[config.mk]
export PLATFORM = sky130hd
export DESIGN_NAME = conv45_window_scheduler_flat
export DESIGN_NICKNAME = d
export VERILOG_FILES = /design/src/rtl/conv45_window_scheduler_if.sv /design/src/rtl/conv45_window_scheduler.sv /design/src/flat_wrapper.sv
export SDC_FILE = /design/constraint.sdc
export NUM_CORES = 1
export LEC_CHECK = 0
export ABC_AREA = 1
export CAP_MARGIN = 20
export CELL_PAD_IN_SITES_DETAIL_PLACEMENT = 1
export CELL_PAD_IN_SITES_GLOBAL_PLACEMENT = 1
export CORE_ASPECT_RATIO = 0.75
export CORE_MARGIN = 10
export CORE_UTILIZATION = 47
export DETAILED_ROUTE_END_ITERATION = 8
export HOLD_SLACK_MARGIN = 0.05
export PLACE_DENSITY_LB_ADDON = 0.12
export SLEW_MARGIN = 0
export SYNTH_ARGS = -nofsm -noshare
export SYNTH_HDL_FRONTEND = slang
export SYNTH_SLANG_ARGS = --single-unit
[constraint.sdc]
create_clock -name clk -period 8.15 [get_ports clk]
set_input_delay 1.2225 -clock clk [delete_from_list [all_inputs] [get_ports clk]]
set_output_delay 1.2225 -clock clk [all_outputs]
set_load 0.03 [all_outputs]
[src/rtl/conv45_window_scheduler_if.sv]
// Read-side and result-stream signals of the 45-degree Gabor window scheduler.
// The master is the scheduler; the slave side is BRAM, window registers and downstream.
interface conv45_window_scheduler_if #(
  parameter int unsigned ADDR_W = 19,
  parameter int unsigned CW     = 10
);
  logic              rd_en;
  logic [ADDR_W-1:0] rd_addr;
  logic              pix_valid;
  logic              pipe_en;
  logic              out_valid;
  logic              out_ready;
  logic [CW-1:0]     out_x;
  logic [CW-1:0]     out_y;
  logic              out_last;

  modport master (
    output rd_en, rd_addr, pix_valid, pipe_en,
    output out_valid, out_x, out_y, out_last,
    input  out_ready
  );

  modport slave (
    input  rd_en, rd_addr, pix_valid, pipe_en,
    input  out_valid, out_x, out_y, out_last,
    output out_ready
  );
endinterface

[src/rtl/conv45_window_scheduler.sv]
// Raster-scan frame sequencer: issues BRAM reads, tags each pixel with row/col,
// masks incomplete 5x5 windows and keeps a stallable valid pipeline to the result.
module conv45_window_scheduler #(
  parameter int unsigned IMG_W    = 516,
  parameter int unsigned IMG_H    = 516,
  parameter int unsigned ADDR_W   = 19,
  parameter int unsigned KERNEL   = 5,
  parameter int unsigned PIPE_LAT = 2,
  parameter int unsigned CW       = 10
) (
  input  logic clk,
  input  logic rst,
  input  logic start_i,
  output logic busy_o,
  output logic done_o,
  conv45_window_scheduler_if.master bus
);

  localparam int unsigned COL_W  = $clog2(IMG_W);
  localparam int unsigned ROW_W  = $clog2(IMG_H);
  localparam int unsigned NPIX   = IMG_W * IMG_H;
  localparam int unsigned MARGIN = KERNEL - 1;
  localparam int unsigned CTR    = (KERNEL - 1) / 2;
  localparam int unsigned NST    = PIPE_LAT;

  typedef enum logic [1:0] {
    S_IDLE  = 2'd0,
    S_RUN   = 2'd1,
    S_DRAIN = 2'd2,
    S_DONE  = 2'd3
  } state_e;

  state_e state_q, state_d;
  logic   busy_q, done_q;

  logic [COL_W-1:0]  col_q, col_d;
  logic [ROW_W-1:0]  row_q, row_d;
  logic [ADDR_W-1:0] addr_q, addr_d;

  // Tag pipeline between the read stage and the output registers.
  logic             v_q     [NST];
  logic             ok_q    [NST];
  logic             last_q  [NST];
  logic [COL_W-1:0] col_t_q [NST];
  logic [ROW_W-1:0] row_t_q [NST];

  logic          out_valid_q;
  logic          out_last_q;
  logic [CW-1:0] out_x_q;
  logic [CW-1:0] out_y_q;

  logic stall_c;
  logic rd_en_c;
  logic last_rd_c;
  logic ok_c;
  logic last_c;
  logic any_v_c;
  logic fin_ok_c;

  assign stall_c   = out_valid_q & ~bus.out_ready;
  assign rd_en_c   = (state_q == S_RUN) & ~stall_c;
  assign last_rd_c = rd_en_c & (addr_q == ADDR_W'(NPIX - 1));

  assign ok_c   = (row_q >= ROW_W'(MARGIN)) & (col_q >= COL_W'(MARGIN));
  assign last_c = (row_q == ROW_W'(IMG_H - 1)) & (col_q == COL_W'(IMG_W - 1));

  assign fin_ok_c = v_q[NST-1] & ok_q[NST-1];

  always_comb begin : any_valid
    any_v_c = 1'b0;
    for (int i = 0; i < int'(NST); i++) begin
      any_v_c = any_v_c | v_q[i];
    end
  end

  // Next-state logic; DRAIN finishes once the final result leaves without stalling.
  always_comb begin : fsm_next
    state_d = state_q;
    case (state_q)
      S_IDLE:  if (start_i) state_d = S_RUN;
      S_RUN:   if (last_rd_c) state_d = S_DRAIN;
      S_DRAIN: if (!any_v_c && !stall_c) state_d = S_DONE;
      S_DONE:  state_d = S_IDLE;
      default: state_d = S_IDLE;
    endcase
  end

  always_ff @(posedge clk or posedge rst) begin : fsm_reg
    if (rst) begin
      state_q <= S_IDLE;
      busy_q  <= 1'b0;
      done_q  <= 1'b0;
    end else begin
      state_q <= state_d;
      busy_q  <= (state_d == S_RUN) || (state_d == S_DRAIN);
      done_q  <= (state_d == S_DONE);
    end
  end

  // Raster counters; the address is a plain incrementer to avoid a multiplier.
  always_comb begin : cnt_next
    col_d  = col_q;
    row_d  = row_q;
    addr_d = addr_q;
    if ((state_q == S_IDLE) && start_i) begin
      col_d  = '0;
      row_d  = '0;
      addr_d = '0;
    end else if (rd_en_c) begin
      addr_d = addr_q + ADDR_W'(1);
      if (col_q == COL_W'(IMG_W - 1)) begin
        col_d = '0;
        if (row_q != ROW_W'(IMG_H - 1)) begin
          row_d = row_q + ROW_W'(1);
        end
      end else begin
        col_d = col_q + COL_W'(1);
      end
    end
  end

  always_ff @(posedge clk or posedge rst) begin : cnt_reg
    if (rst) begin
      col_q  <= '0;
      row_q  <= '0;
      addr_q <= '0;
    end else begin
      col_q  <= col_d;
      row_q  <= row_d;
      addr_q <= addr_d;
    end
  end

  // Stage 0 captures every issued read, masked or not, so the line buffers fill.
  always_ff @(posedge clk or posedge rst) begin : tag_pipe
    if (rst) begin
      for (int i = 0; i < int'(NST); i++) begin
        v_q[i]     <= 1'b0;
        ok_q[i]    <= 1'b0;
        last_q[i]  <= 1'b0;
        col_t_q[i] <= '0;
        row_t_q[i] <= '0;
      end
    end else if (!stall_c) begin
      v_q[0]     <= rd_en_c;
      ok_q[0]    <= ok_c;
      last_q[0]  <= last_c;
      col_t_q[0] <= col_q;
      row_t_q[0] <= row_q;
      for (int i = 1; i < int'(NST); i++) begin
        v_q[i]     <= v_q[i-1];
        ok_q[i]    <= ok_q[i-1];
        last_q[i]  <= last_q[i-1];
        col_t_q[i] <= col_t_q[i-1];
        row_t_q[i] <= row_t_q[i-1];
      end
    end
  end

  // Result registers; coordinates only move for unmasked windows.
  always_ff @(posedge clk or posedge rst) begin : out_reg
    if (rst) begin
      out_valid_q <= 1'b0;
      out_last_q  <= 1'b0;
      out_x_q     <= '0;
      out_y_q     <= '0;
    end else if (!stall_c) begin
      out_valid_q <= fin_ok_c;
      out_last_q  <= fin_ok_c & last_q[NST-1];
      if (fin_ok_c) begin
        out_x_q <= CW'(col_t_q[NST-1]) - CW'(CTR);
        out_y_q <= CW'(row_t_q[NST-1]) - CW'(CTR);
      end
    end
  end

  assign busy_o        = busy_q;
  assign done_o        = done_q;
  assign bus.rd_en     = rd_en_c;
  assign bus.rd_addr   = addr_q;
  assign bus.pix_valid = v_q[0];
  assign bus.pipe_en   = ~stall_c;
  assign bus.out_valid = out_valid_q;
  assign bus.out_last  = out_last_q;
  assign bus.out_x     = out_x_q;
  assign bus.out_y     = out_y_q;

endmodule

[src/flat_wrapper.sv]
// flat-port wrapper written by rule: the top's interface ports become plain ports
module conv45_window_scheduler_flat 
#(
  parameter int unsigned IMG_W    = 516,
  parameter int unsigned IMG_H    = 516,
  parameter int unsigned ADDR_W   = 19,
  parameter int unsigned KERNEL   = 5,
  parameter int unsigned PIPE_LAT = 2,
  parameter int unsigned CW       = 10
)
  (clk, rst, start_i, busy_o, done_o, bus_rd_en, bus_rd_addr, bus_pix_valid, bus_pipe_en, bus_out_valid, bus_out_x, bus_out_y, bus_out_last, bus_out_ready);
  conv45_window_scheduler_if #(.ADDR_W(ADDR_W), .CW(CW)) bus_i ();
  input  logic clk;
  input  logic rst;
  input  logic start_i;
  output logic busy_o;
  output logic done_o;
  output wire logic [$bits(bus_i.rd_en)-1:0] bus_rd_en;
  output wire logic [$bits(bus_i.rd_addr)-1:0] bus_rd_addr;
  output wire logic [$bits(bus_i.pix_valid)-1:0] bus_pix_valid;
  output wire logic [$bits(bus_i.pipe_en)-1:0] bus_pipe_en;
  output wire logic [$bits(bus_i.out_valid)-1:0] bus_out_valid;
  output wire logic [$bits(bus_i.out_x)-1:0] bus_out_x;
  output wire logic [$bits(bus_i.out_y)-1:0] bus_out_y;
  output wire logic [$bits(bus_i.out_last)-1:0] bus_out_last;
  input wire logic [$bits(bus_i.out_ready)-1:0] bus_out_ready;
  assign bus_rd_en = bus_i.rd_en;
  assign bus_rd_addr = bus_i.rd_addr;
  assign bus_pix_valid = bus_i.pix_valid;
  assign bus_pipe_en = bus_i.pipe_en;
  assign bus_out_valid = bus_i.out_valid;
  assign bus_out_x = bus_i.out_x;
  assign bus_out_y = bus_i.out_y;
  assign bus_out_last = bus_i.out_last;
  assign bus_i.out_ready = bus_out_ready;
  conv45_window_scheduler #(.IMG_W(IMG_W), .IMG_H(IMG_H), .ADDR_W(ADDR_W), .KERNEL(KERNEL), .PIPE_LAT(PIPE_LAT), .CW(CW)) u_core (.clk(clk), .rst(rst), .start_i(start_i), .busy_o(busy_o), .done_o(done_o), .bus(bus_i));
endmodule
=== Word level (Yosys, flattened, before mapping) ===
Index checks and enable logic that the tools add are counted.

* $add $sub $neg: 5
* Multiply operators: 0
* Div/mod/pow operators: 0
* $lt $le $gt $ge: 2
* Equality and inequality tests: 10
* Shift operators: 0
* Multiplexer cells: 13
* Bitwise logic cells: 10
* Reduce and logical (&&, ||, !) cells: 11

{| class="wikitable"
|+ Operators with widths
! operator !! number
|-
| 10-bit 2-to-1 mux || 7
|-
| 19-bit 2-to-1 mux || 2
|-
| 10-bit by 1-bit adder with 10-bit output, second input constant || 2
|-
| 10-bit equality test, second input constant || 2
|-
| 10-bit by 3-bit greater-or-equal comparator with 1-bit output, second input constant || 2
|-
| 10-bit by 2-bit subtractor with 10-bit output, second input constant || 2
|-
| 19-bit by 1-bit adder with 19-bit output, second input constant || 1
|-
| 19-bit equality test, second input constant || 1
|-
| 10-bit inequality test, second input constant || 1
|-
| 2-bit equality test, second input constant || 4
|-
| 2-bit case mux with 4 select lines || 1
|-
| 1-bit bitwise AND || 7
|-
| 2-bit 2-to-1 mux || 3
|-
| 2-bit nonzero test || 3
|-
| 2-bit by 1-bit equality test with 1-bit output, second input constant || 2
|-
| 3-bit AND reduction || 1
|-
| 1-bit logical AND || 2
|-
| 1-bit logical NOT || 2
|-
| 2-bit logical NOT || 1
|-
| 1-bit inverter || 2
|-
| 2-bit AND reduction || 1
|-
| 1-bit logical OR || 1
|-
| 1-bit OR || 1
|}

* Register bits after elaboration: 111
* Bits in latches: 0
* Bits in writable memories: 0
* Memory bits (read-only): 0
* Output and inout bits: 46
* Logic and storage cells: 71
* Memories: 0

=== Longest topological paths before layout ===
* Depth in word-level cells: 9
* Gate-level depth with buffers: 9

=== Least setup slack after synthesis ===
Ideal clock, no wire load.

* Path kind: input-to-output
* Start point: input bus_out_ready
* End point: output bus_pipe_en
* Arrival time: 1.798 ns
* Required time: 6.928 ns
* Slack: 5.130 ns
* Stages: 4
* Buffers on the path: 2
* Cell sequence: inv_1 > nand2_1 > buf_2 > buf_2

* Word-level cells in the longest chain between the ends: 3

{| class="wikitable"
|+ Ends and longest elaborated chain
! element !! RTL line !! source
|-
| from (decl) || flat_wrapper.sv:26 || <nowiki>input wire logic [$bits(bus_i.out_ready)-1:0] bus_out_ready;</nowiki>
|-
| 1-bit inverter || conv45_window_scheduler.sv:60 || <nowiki>assign stall_c = out_valid_q & ~bus.out_ready;</nowiki>
|-
| 1-bit bitwise AND || conv45_window_scheduler.sv:60 ||
|-
| 1-bit inverter || conv45_window_scheduler.sv:182 || <nowiki>assign bus.pipe_en = ~stall_c;</nowiki>
|-
| to (decl) || flat_wrapper.sv:21 || <nowiki>output wire logic [$bits(bus_i.pipe_en)-1:0] bus_pipe_en;</nowiki>
|}

No other way between the ends.

=== Worst setup path after layout ===
Same ends and word-level chain as after synthesis.

==> metrics.log <==
[metrics] run status: finished clean
[metrics] post-cts hold buffer count: 0
[metrics] Post-Synthesis Cells: 658
[metrics] origin of the critical flop-to-flop path: u_core.bus.out_valid
[metrics] most frequent cell after synthesis: nand2_1
[metrics] Port Buffers: 49
[metrics] wire length of the first global-routing pass: 25.2 mm
[metrics] leakage dissipation: 0.00282 uW
[metrics] number of cell instances on the worst register-to-register path: 7
[metrics] DRC violation total after the first TritonRoute iteration: 259
[metrics] class of the most critical hold timing path: flop to flop
[metrics] number of global-route vias before repair: 4868
[metrics] number of buffers added by the clock tree synthesis step: 9
[metrics] via density per instance: 5.49
[metrics] clock edge transition at the registers on the reported setup and hold paths: 0.07 ns
[metrics] final net count: 715
[metrics] DRC viols: 0
[metrics] Root Buffer Master: clkbuf_16
[metrics] setup TNS: 0 ns
[metrics] worst ir drop on vdd: 169 uV
[metrics] total setup buffers inserted after CTS: 0
[metrics] final setup violation count: 0
[metrics] final cell area excluding filler cells: 6320 um^2
[metrics] count of warnings emitted by yosys: 0
[metrics] top cell type's share of synthesized area: 0.510
[metrics] count of maximum capacitance violations: 0
[metrics] top cells by area in the synthesized netlist: dfrtp_1 51%, nand2_1 12%, o21ai_0 5.9%
[metrics] Layout area overhead: 16.0%
[metrics] normalized max-slew margin: 0.332
[metrics] unrepaired setup endpoints after global routing: false
[metrics] synthesized netlist net count: 670
[metrics] power density normalized to cell area: 363 nW/um^2
[metrics] total number of clock tree sinks: 111
[metrics] reg-to-reg slack, setup: 6.01 ns
[metrics] clk buf depth: 2
[metrics] worst-skew pair later-pin latency: 0.36 ns
[metrics] depth of the CTS H-tree: 3
[metrics] antenna diode count: 0
[metrics] area of the core region: 11100 um^2
[metrics] filler instances: 1354
[metrics] count of final max-slew check failures: 0
[metrics] final critical delay including setup and external delays: 4.26 ns
[metrics] site row count: 33
[metrics] first-pass iteration count of the detailed router: 5
[metrics] maximum fanout along the worst path: 47
[metrics] Worst-Margin Slew: 1.00 ns
[metrics] worst setup skew after layout: 0.0111 ns
[metrics] number of flops mapped to enable cells by yosys: 0
[metrics] Die Height: 113 um
[metrics] part of the Yosys area used for sequential elements: 0.510
[metrics] die span in x: 144 um
[metrics] endpoint class of the critical path: primary output
[metrics] total global routing overflow: 0
[metrics] drt total wl: 14.8 mm
[metrics] ratio of cells with drive above 1 in the final layout: 0.0975
[metrics] clock tree from TritonCTS: yes
[metrics] critical path class: primary input to primary output
[metrics] total area of sequential cells: 2780 um^2
[metrics] worst hold path stage count: 1
[metrics] worst hold start: u_core.col_t_q[1]
[metrics] post-synthesis instance area: 5450 um^2
[metrics] most used flip-flop cell after synthesis: dfrtp_1
[metrics] maximum number of pins on one net before global-route repair: 79
[metrics] post-synth cell types: 36
[metrics] number of register bits inferred by synthesis: 111
[metrics] capture instance of the worst register-to-register path: u_core.bus.out_x[3]
[metrics] area taken by multi-input logic gates: 2310 um^2
[metrics] detailed-route via count: 4654
[metrics] Routed WL per cell: 17.5 um
[metrics] HPWL after DPL: 10.5 mm
[metrics] global-route total usage across every layer: 0.189
[metrics] dominant cell type by area after synthesis: dfrtp_1
[metrics] startpoint type of the worst setup path: primary input
[metrics] fraction of the cycle the final worst path needs: 0.523
[metrics] Final Wtd Congestion: 0.865
[metrics] area of the die: 16300 um^2
[metrics] area after detailed placement: 6030 um^2
[metrics] overall power after layout: 2300 uW
[metrics] number of antenna violations at the first check in global routing: 0
[metrics] fmax: 234 MHz
[metrics] Worst Setup SP: bus_out_ready
[metrics] most frequent cells after synthesis: 173 x nand2_1, 111 x dfrtp_1, 66 x nor2_1
[metrics] PostCTS Resize Cnt: 0
[metrics] io pins: 50
[metrics] synthesized area divided by synthesized cell count: 8.28 um^2
[metrics] initial cell density of the core: 0.490
[metrics] number of nets still failing antenna checks after routing: 0
[metrics] total count of hold-check failures in the final report: 0
[metrics] Min-Delay Endpoint: u_core.bus.out_x[1]
[metrics] WP data arrival: 3.04 ns
[metrics] Req. time, crit path: 6.93 ns
[metrics] FFs w/ async S/R, synth: 1.00
[cell families (layout without fill, tap and decap cells)]
logic type                 Yosys count  after routing  synth area share
and+or+nand+nor                    348            348             0.292
buffers and inverters               85            135            0.0648
adders and majority gates            8              8            0.0184
xor gates and xnor gates            11             11            0.0177
DFF                                111            111             0.510
AOI/OAI and AO/OA                   95             95            0.0972
[critical path, cell delays in order]
cell	delay, ns
clkdlybuf4s50_1	0.53
inv_1	0.05
nand2_1	0.05
buf_4	0.40
clkdlybuf4s50_1	0.77
[cell usage in the layout (no fill, tap or decap), types with 3 or more instances in the layout]
cell | netlist | layout
inv_1 | 58 | 57
nand2_1 | 173 | 173
nand2_2 | 8 | 8
dfrtp_1 | 111 | 111
a31oi_1 | 6 | 6
ha_1 | 8 | 8
nand3_1 | 36 | 36
clkbuf_16 | 0 | 9
nor3_2 | 4 | 4
inv_2 | 9 | 9
clkdlybuf4s50_1 | 0 | 49
nand4_1 | 19 | 19
o21ai_1 | 4 | 4
o21ai_2 | 7 | 7
a21oi_1 | 10 | 10
xor2_1 | 8 | 8
nor2_2 | 12 | 12
nor3_1 | 20 | 20
o21ai_0 | 64 | 64
buf_4 | 0 | 3
xnor2_1 | 3 | 3
nor2_1 | 66 | 66
[sequential cells by signal, summed over array words and instances (netlist names), 2 cells and up]
register and cells:
u_core.bus.out_x 10, u_core.bus.out_y 10, u_core.bus.rd_addr 19, u_core.col_q 10, u_core.col_t_q 20, u_core.last_q 2, u_core.ok_q 2, u_core.row_q 10
u_core.row_t_q 20, u_core.state_q 2
[worst max path at each step]
stage | slack [ns] | endpoint | depth (start not counted)
2_1_floorplan | 4.00 | u_core.bus.out_last | 1
3_3_place_gp | 3.90 | bus_pipe_en | 5
3_5_place_dp | 3.91 | bus_pipe_en | 5
4_1_cts | 3.88 | bus_pipe_en | 5
5_1_grt | 3.77 | bus_pipe_en | 5
6_report | 3.89 | bus_pipe_en | 5
[per-layer routing]
metal,part of all wire,track usage
met1,0.46,0.247
met2,0.50,0.316
met3,0.032,0.0384
met4,0.0090,0.0376
met5,0,0
[per-stage QoR]
stage | worst slack (ns) | util | hold slack [ns] | std cells
after global placement | 3.90 | 0.543 | 0.458 | 832
after detailed placement | 3.91 | 0.543 | 0.467 | 832
after floorplan | 4.00 | - | 0.437 | 658
after global routing | 3.77 | 0.569 | 0.513 | 848
final | 3.89 | 0.569 | 0.483 | 848
after CTS | 3.88 | 0.569 | 0.486 | 848
[where the power goes]
group,internal [uW],switching [uW]
clock,218,214
sequential,724,157
combinational,338,645
[final cells by class]
| class | instances | area share |
|---|---|---|
| inverters | 67 | 0.0402 |
| clock buffers | 10 | 0.0378 |
| multi-input cells | 462 | 0.366 |
| flip-flops and latches | 111 | 0.440 |
| well taps | 140 | 0.0277 |
| clock inverters | 6 | 0.00713 |
| repair buffers | 52 | 0.0812 |
Power figures use the tool's default switching activity.
==> edit 1 (config.mk and constraints unchanged) <==
`IMG_H` is set to 516 in 2 places; all go to 258.
--- a/src/rtl/conv45_window_scheduler.sv
+++ b/src/rtl/conv45_window_scheduler.sv
@@ -3,5 +3,5 @@
 module conv45_window_scheduler #(
   parameter int unsigned IMG_W    = 516,
-  parameter int unsigned IMG_H    = 516,
+  parameter int unsigned IMG_H    = 258,
   parameter int unsigned ADDR_W   = 19,
   parameter int unsigned KERNEL   = 5,
--- a/src/flat_wrapper.sv
+++ b/src/flat_wrapper.sv
@@ -3,5 +3,5 @@
 #(
   parameter int unsigned IMG_W    = 516,
-  parameter int unsigned IMG_H    = 516,
+  parameter int unsigned IMG_H    = 258,
   parameter int unsigned ADDR_W   = 19,
   parameter int unsigned KERNEL   = 5,
Formal check against the unedited RTL: same outputs for any inputs over 10 cycles, from zero or initial values and one cycle with rst high; that may be too few to reach the edited logic, so the function may still have changed.
==> edit 1 against the unedited design <==
Sequential cell count is 3 lower. Total power is 2.7% higher. Die area is 2.8% lower. Setup slack worse by 0.28 ns. Final area is 2.5% lower. Clock power is 2% higher. Final cell count is 2.4% lower. Area after synthesis is 3.3% lower. Wire length is 6.2% lower. Critical path type unchanged.
==> edit 1: results (changes against the unedited design) <==
- Largest cells by area after synthesis: dfrtp_1, nand2_1, o21ai_0
- DP HPWL: 10070 µm (-4.5%)
- Largest fanout on the critical path: 49 (+4.3%)
- Pre-antenna DRT Iters: 4 (-1)
- Largest net degree at the start of global routing: 73 (-7.6%)
- RePlAce Congestion: 0.8782 (+1.5%)
- Max stage delay on crit path: 0.74 ns (-0.03 ns)
- P_leak: 2.848 nW (+0.97%)
- Skew final: 0.01209 ns (+0.0009978 ns)
- Synth Area in XOR/XNOR: 1.829% (+0.060 points)
- GRT Overall Usage: 18.09% (-0.78 points)
- First-pass GRT wire length: 23870 µm (-5.4%)
- Compound-Gate Fraction of Synth Area: 9.551% (-0.17 points)
- Seq/Total Area, Yosys: 51.32% (+0.31 points)
- CP arrival: 3.32 ns (+0.28 ns)
- Adder-cell share of the synthesized area: 2.138% (+0.30 points)
- Number of global-route vias before repair: 4757 (-2.3%)
- DR WL/cell: 16.81 µm (-3.9%)
- Status: finished, final reports clean
- Final #Nets: 696 (-2.7%)
- Drt initial violations: 235 (-9.3%)
- Max IR drop VDD: 0.1557 mV (-7.6%)
- FILL cells: 1309 (-3.3%)
- Drt via density: 5.341 (-2.7%)
- Ratio of cells with drive above 1 in the final layout: 7.994% (-1.8 points)
- Total net switching power: 1.058 mW (+4.1%)
- Slew Limit Headroom: 38.88% (+5.6 points)
- Dpl ws: 3.631 ns (-0.2836 ns)
- Most instantiated cells after synthesis: nand2_1, dfrtp_1, nor2_1
==> edit 1: cell types whose count changed after synthesis, sizes merged, moves of 3 or more <==
cell   change
dfrtp      -3
nand2      -8
nor3      -14
inv        +4
nand4      -5
==> edit 1: worst reg2reg max path, delay by kind of cell (launching register included) <==
family / cells / cell delay (ns)
buf+inv: 3 / 1.14
simple gates: 2 / 0.71
compound gates: 1 / 0.29
flops: 1 / 0.40
==> edit 1: cells by family (layout without fill, tap and decap cells) <==
kind of cell	Yosys count	after routing
simple gates	327	327
flops	108	108
compound gates	95	95
buf+inv	88	138
xor+xnor	11	11
fa+ha+maj	9	9
==> edit 1: power groups by stage <==
stage / Sequential (mW) / Combinational, mW / Clock [mW]
after floorplan: 1.01 / 0.561 / 0
after global placement: 0.886 / 0.999 / 0
after detailed placement: 0.894 / 1.04 / 0
after CTS: 0.888 / 1.05 / 0.449
after global routing: 0.914 / 1.16 / 0.465
final: 0.888 / 1.03 / 0.439
==> edit 1: path summary, 6_finish.rpt <==
path,startpoint,endpoint,slack [ns],depth (start not counted)
worst max-delay path,bus_out_ready,bus_rd_en,3.61,7
worst min-delay path,u_core.row_t_q[8]$_DFFE_PP0N_,u_core.bus.out_y[9]$_DFFE_PP0P_,0.47,1
worst max register to register,u_core.bus.out_valid$_DFFE_PP0N_,u_core.bus.out_y[4]$_DFFE_PP0P_,5.52,6
worst min register to register,u_core.row_t_q[8]$_DFFE_PP0N_,u_core.bus.out_y[9]$_DFFE_PP0P_,0.47,1
max in group asynchronous,rst,u_core.col_q[3]$_DFFE_PP0P_,5.63,3
min in group asynchronous,rst,u_core.bus.out_y[8]$_DFFE_PP0P_,1.23,2
==> edit 1: stage by stage <==
step                      instances  area [µm²]
after floorplan                 638        5266
after global placement          812        5862
after detailed placement        812        5862
after CTS                       828        6163
after global routing            828        6163
final                           828        6163
==> edit 1: cell type report <==
class	instances	area, µm²	share of cell area (%)
clock inverter	7	76.32	1.238
timing repair buffer	51	505.5	8.201
sequential	108	2703	43.85
multi-input combinational	442	2210	35.85
tap	140	175.2	2.842
inverter	71	269.0	4.365
clock buffer	9	225.2	3.654
==> edit 1: layer usage <==
metal / track usage [%] / up-vias / wire length [µm]
met2: 28.74 / 69 / 6624
met4: 4.351 / 0 / 165
li1: - / 2141 / -
met5: 0 / - / 0
met1: 24.87 / 2192 / 6617
met3: 3.397 / 20 / 512
==> edit 2 (config.mk and constraints unchanged) <==
Made on the original files. Take the reset off `addr_q` and load it in a clocked block of its own.
--- a/src/rtl/conv45_window_scheduler.sv
+++ b/src/rtl/conv45_window_scheduler.sv
@@ -124,10 +124,12 @@
       col_q  <= '0;
       row_q  <= '0;
-      addr_q <= '0;
     end else begin
       col_q  <= col_d;
       row_q  <= row_d;
-      addr_q <= addr_d;
     end
+  end
+
+  always_ff @(posedge clk) begin
+    addr_q <= addr_d;
   end
 
Behaviour: differs if rst is asserted again (counterexample within 4 cycles, from zero or initial values and one cycle with rst high); with rst held inactive, the same outputs for 10 cycles.
==> edit 2 against the unedited design <==
Combinational power shrank 3.3%. Sequential power increased by 1%. Clock skew hardly changed. Clock power increased by 5.3%. Total power about the same. Area after synthesis fell by 4.2%. Final area shrank 2.7%. Sequential cell count unchanged. Setup slack worse by 0.0025 ns. Wire length shrank 8.5%. Critical endpoint unchanged.
==> edit 2: results (changes against the unedited design) <==
- Number of global-route vias before repair: 4618 (-5.1%)
- Area growth, synth to finish: 17.79%
- Final-layout clock-cell area share: 4.927% (+0.43 points)
- Post-synthesis async set-or-reset flop share: 82.88% (-17 points)
- Seq/Total Area, Yosys: 51.41% (+0.40 points)
- DP HPWL: 9725 µm (-7.8%)
- Met2 WL: 6803 µm (-7.9%)
- Area occupied by multi-input gates: 0.002198 mm² (-5.0%)
- GRT Overall Usage: 17.69% (-1.2 points)
- Reg2reg start: u_core.state_q[1]$_DFF_PP0_
- First-pass GRT wire length: 23220 µm (-8.0%)
- Unique cell type count in the Yosys netlist: 42 (+17%)
- Status: finished, final reports clean
- Non-filler cells, final: 816 (-3.8%)
- DP Area: 0.005828 mm² (-3.4%)
- Signal buffers: 53 (+1.9%)
- Max IR drop VDD: 0.1298 mV (-23%)
- DR WL met3: 417 µm (-12%)
- Invs w/o clock: 68 (+1.5%)
- Post-synthesis cell count: 625 (-5.0%)
- FILL cells: 1323 (-2.3%)
- FF+latch area: 0.002683 mm² (-3.4%)
- Pre-antenna DRT Iters: 4 (-1)
- Largest cells by area after synthesis: dfrtp_1, nand2_1, dfxtp_1
- Skew final: 0.01079 ns (-0.0002964 ns)
- Most instantiated cells after synthesis: nand2_1, dfrtp_1, nor2_1
- Final #Nets: 683 (-4.5%)
- RePlAce Congestion: 0.8757 (+1.2%)
- Worst reg2reg endpoint: u_core.row_q[7]$_DFFE_PP0P_
- Routed via count: 4307 (-7.5%)
- Buffer share of cell area: 8.591% (+0.47 points)
- P_leak: 2.757 nW (-2.3%)
- Metal-1 WL: 6208 µm (-9.3%)
- Ratio of cells with drive above 1 in the final layout: 7.692% (-2.1 points)
- Drt initial violations: 212 (-18%)
- Hold slack: 0.4770 ns (-0.005531 ns)
- Comb_multi_in: 428 (-7.4%)
## edit 2: per-layer routing
metal / GRT usage [%] / vias up
met2: 29.61 / 45
met4: 3.875 / 0
met5: 0 / -
li1: - / 2089
met1: 23.18 / 2159
met3: 3.168 / 14
## edit 2: report_power, final
group          switching, mW  leakage [nW]  internal [mW]
registers              0.156          1.34          0.736
logic                  0.607          1.27          0.344
clock network          0.213         0.147          0.242
total                  0.976          2.76           1.32
## edit 2: logic make-up (layout without fill, tap and decap cells)
group	after synthesis	after routing	share of synthesized area, %
and+or+nand+nor	297	297	26.02
AOI/OAI and AO/OA	102	102	10.67
xor gates and xnor gates	21	21	3.525
adders and majority gates	8	8	1.919
buffers and inverters	86	137	6.451
DFF	111	111	51.41
## edit 2: critical path: cells and delay by family
kind | cells | cell delay, ns
AND/OR/NAND/NOR | 1 | 0.05
buffers and inverters | 4 | 1.76
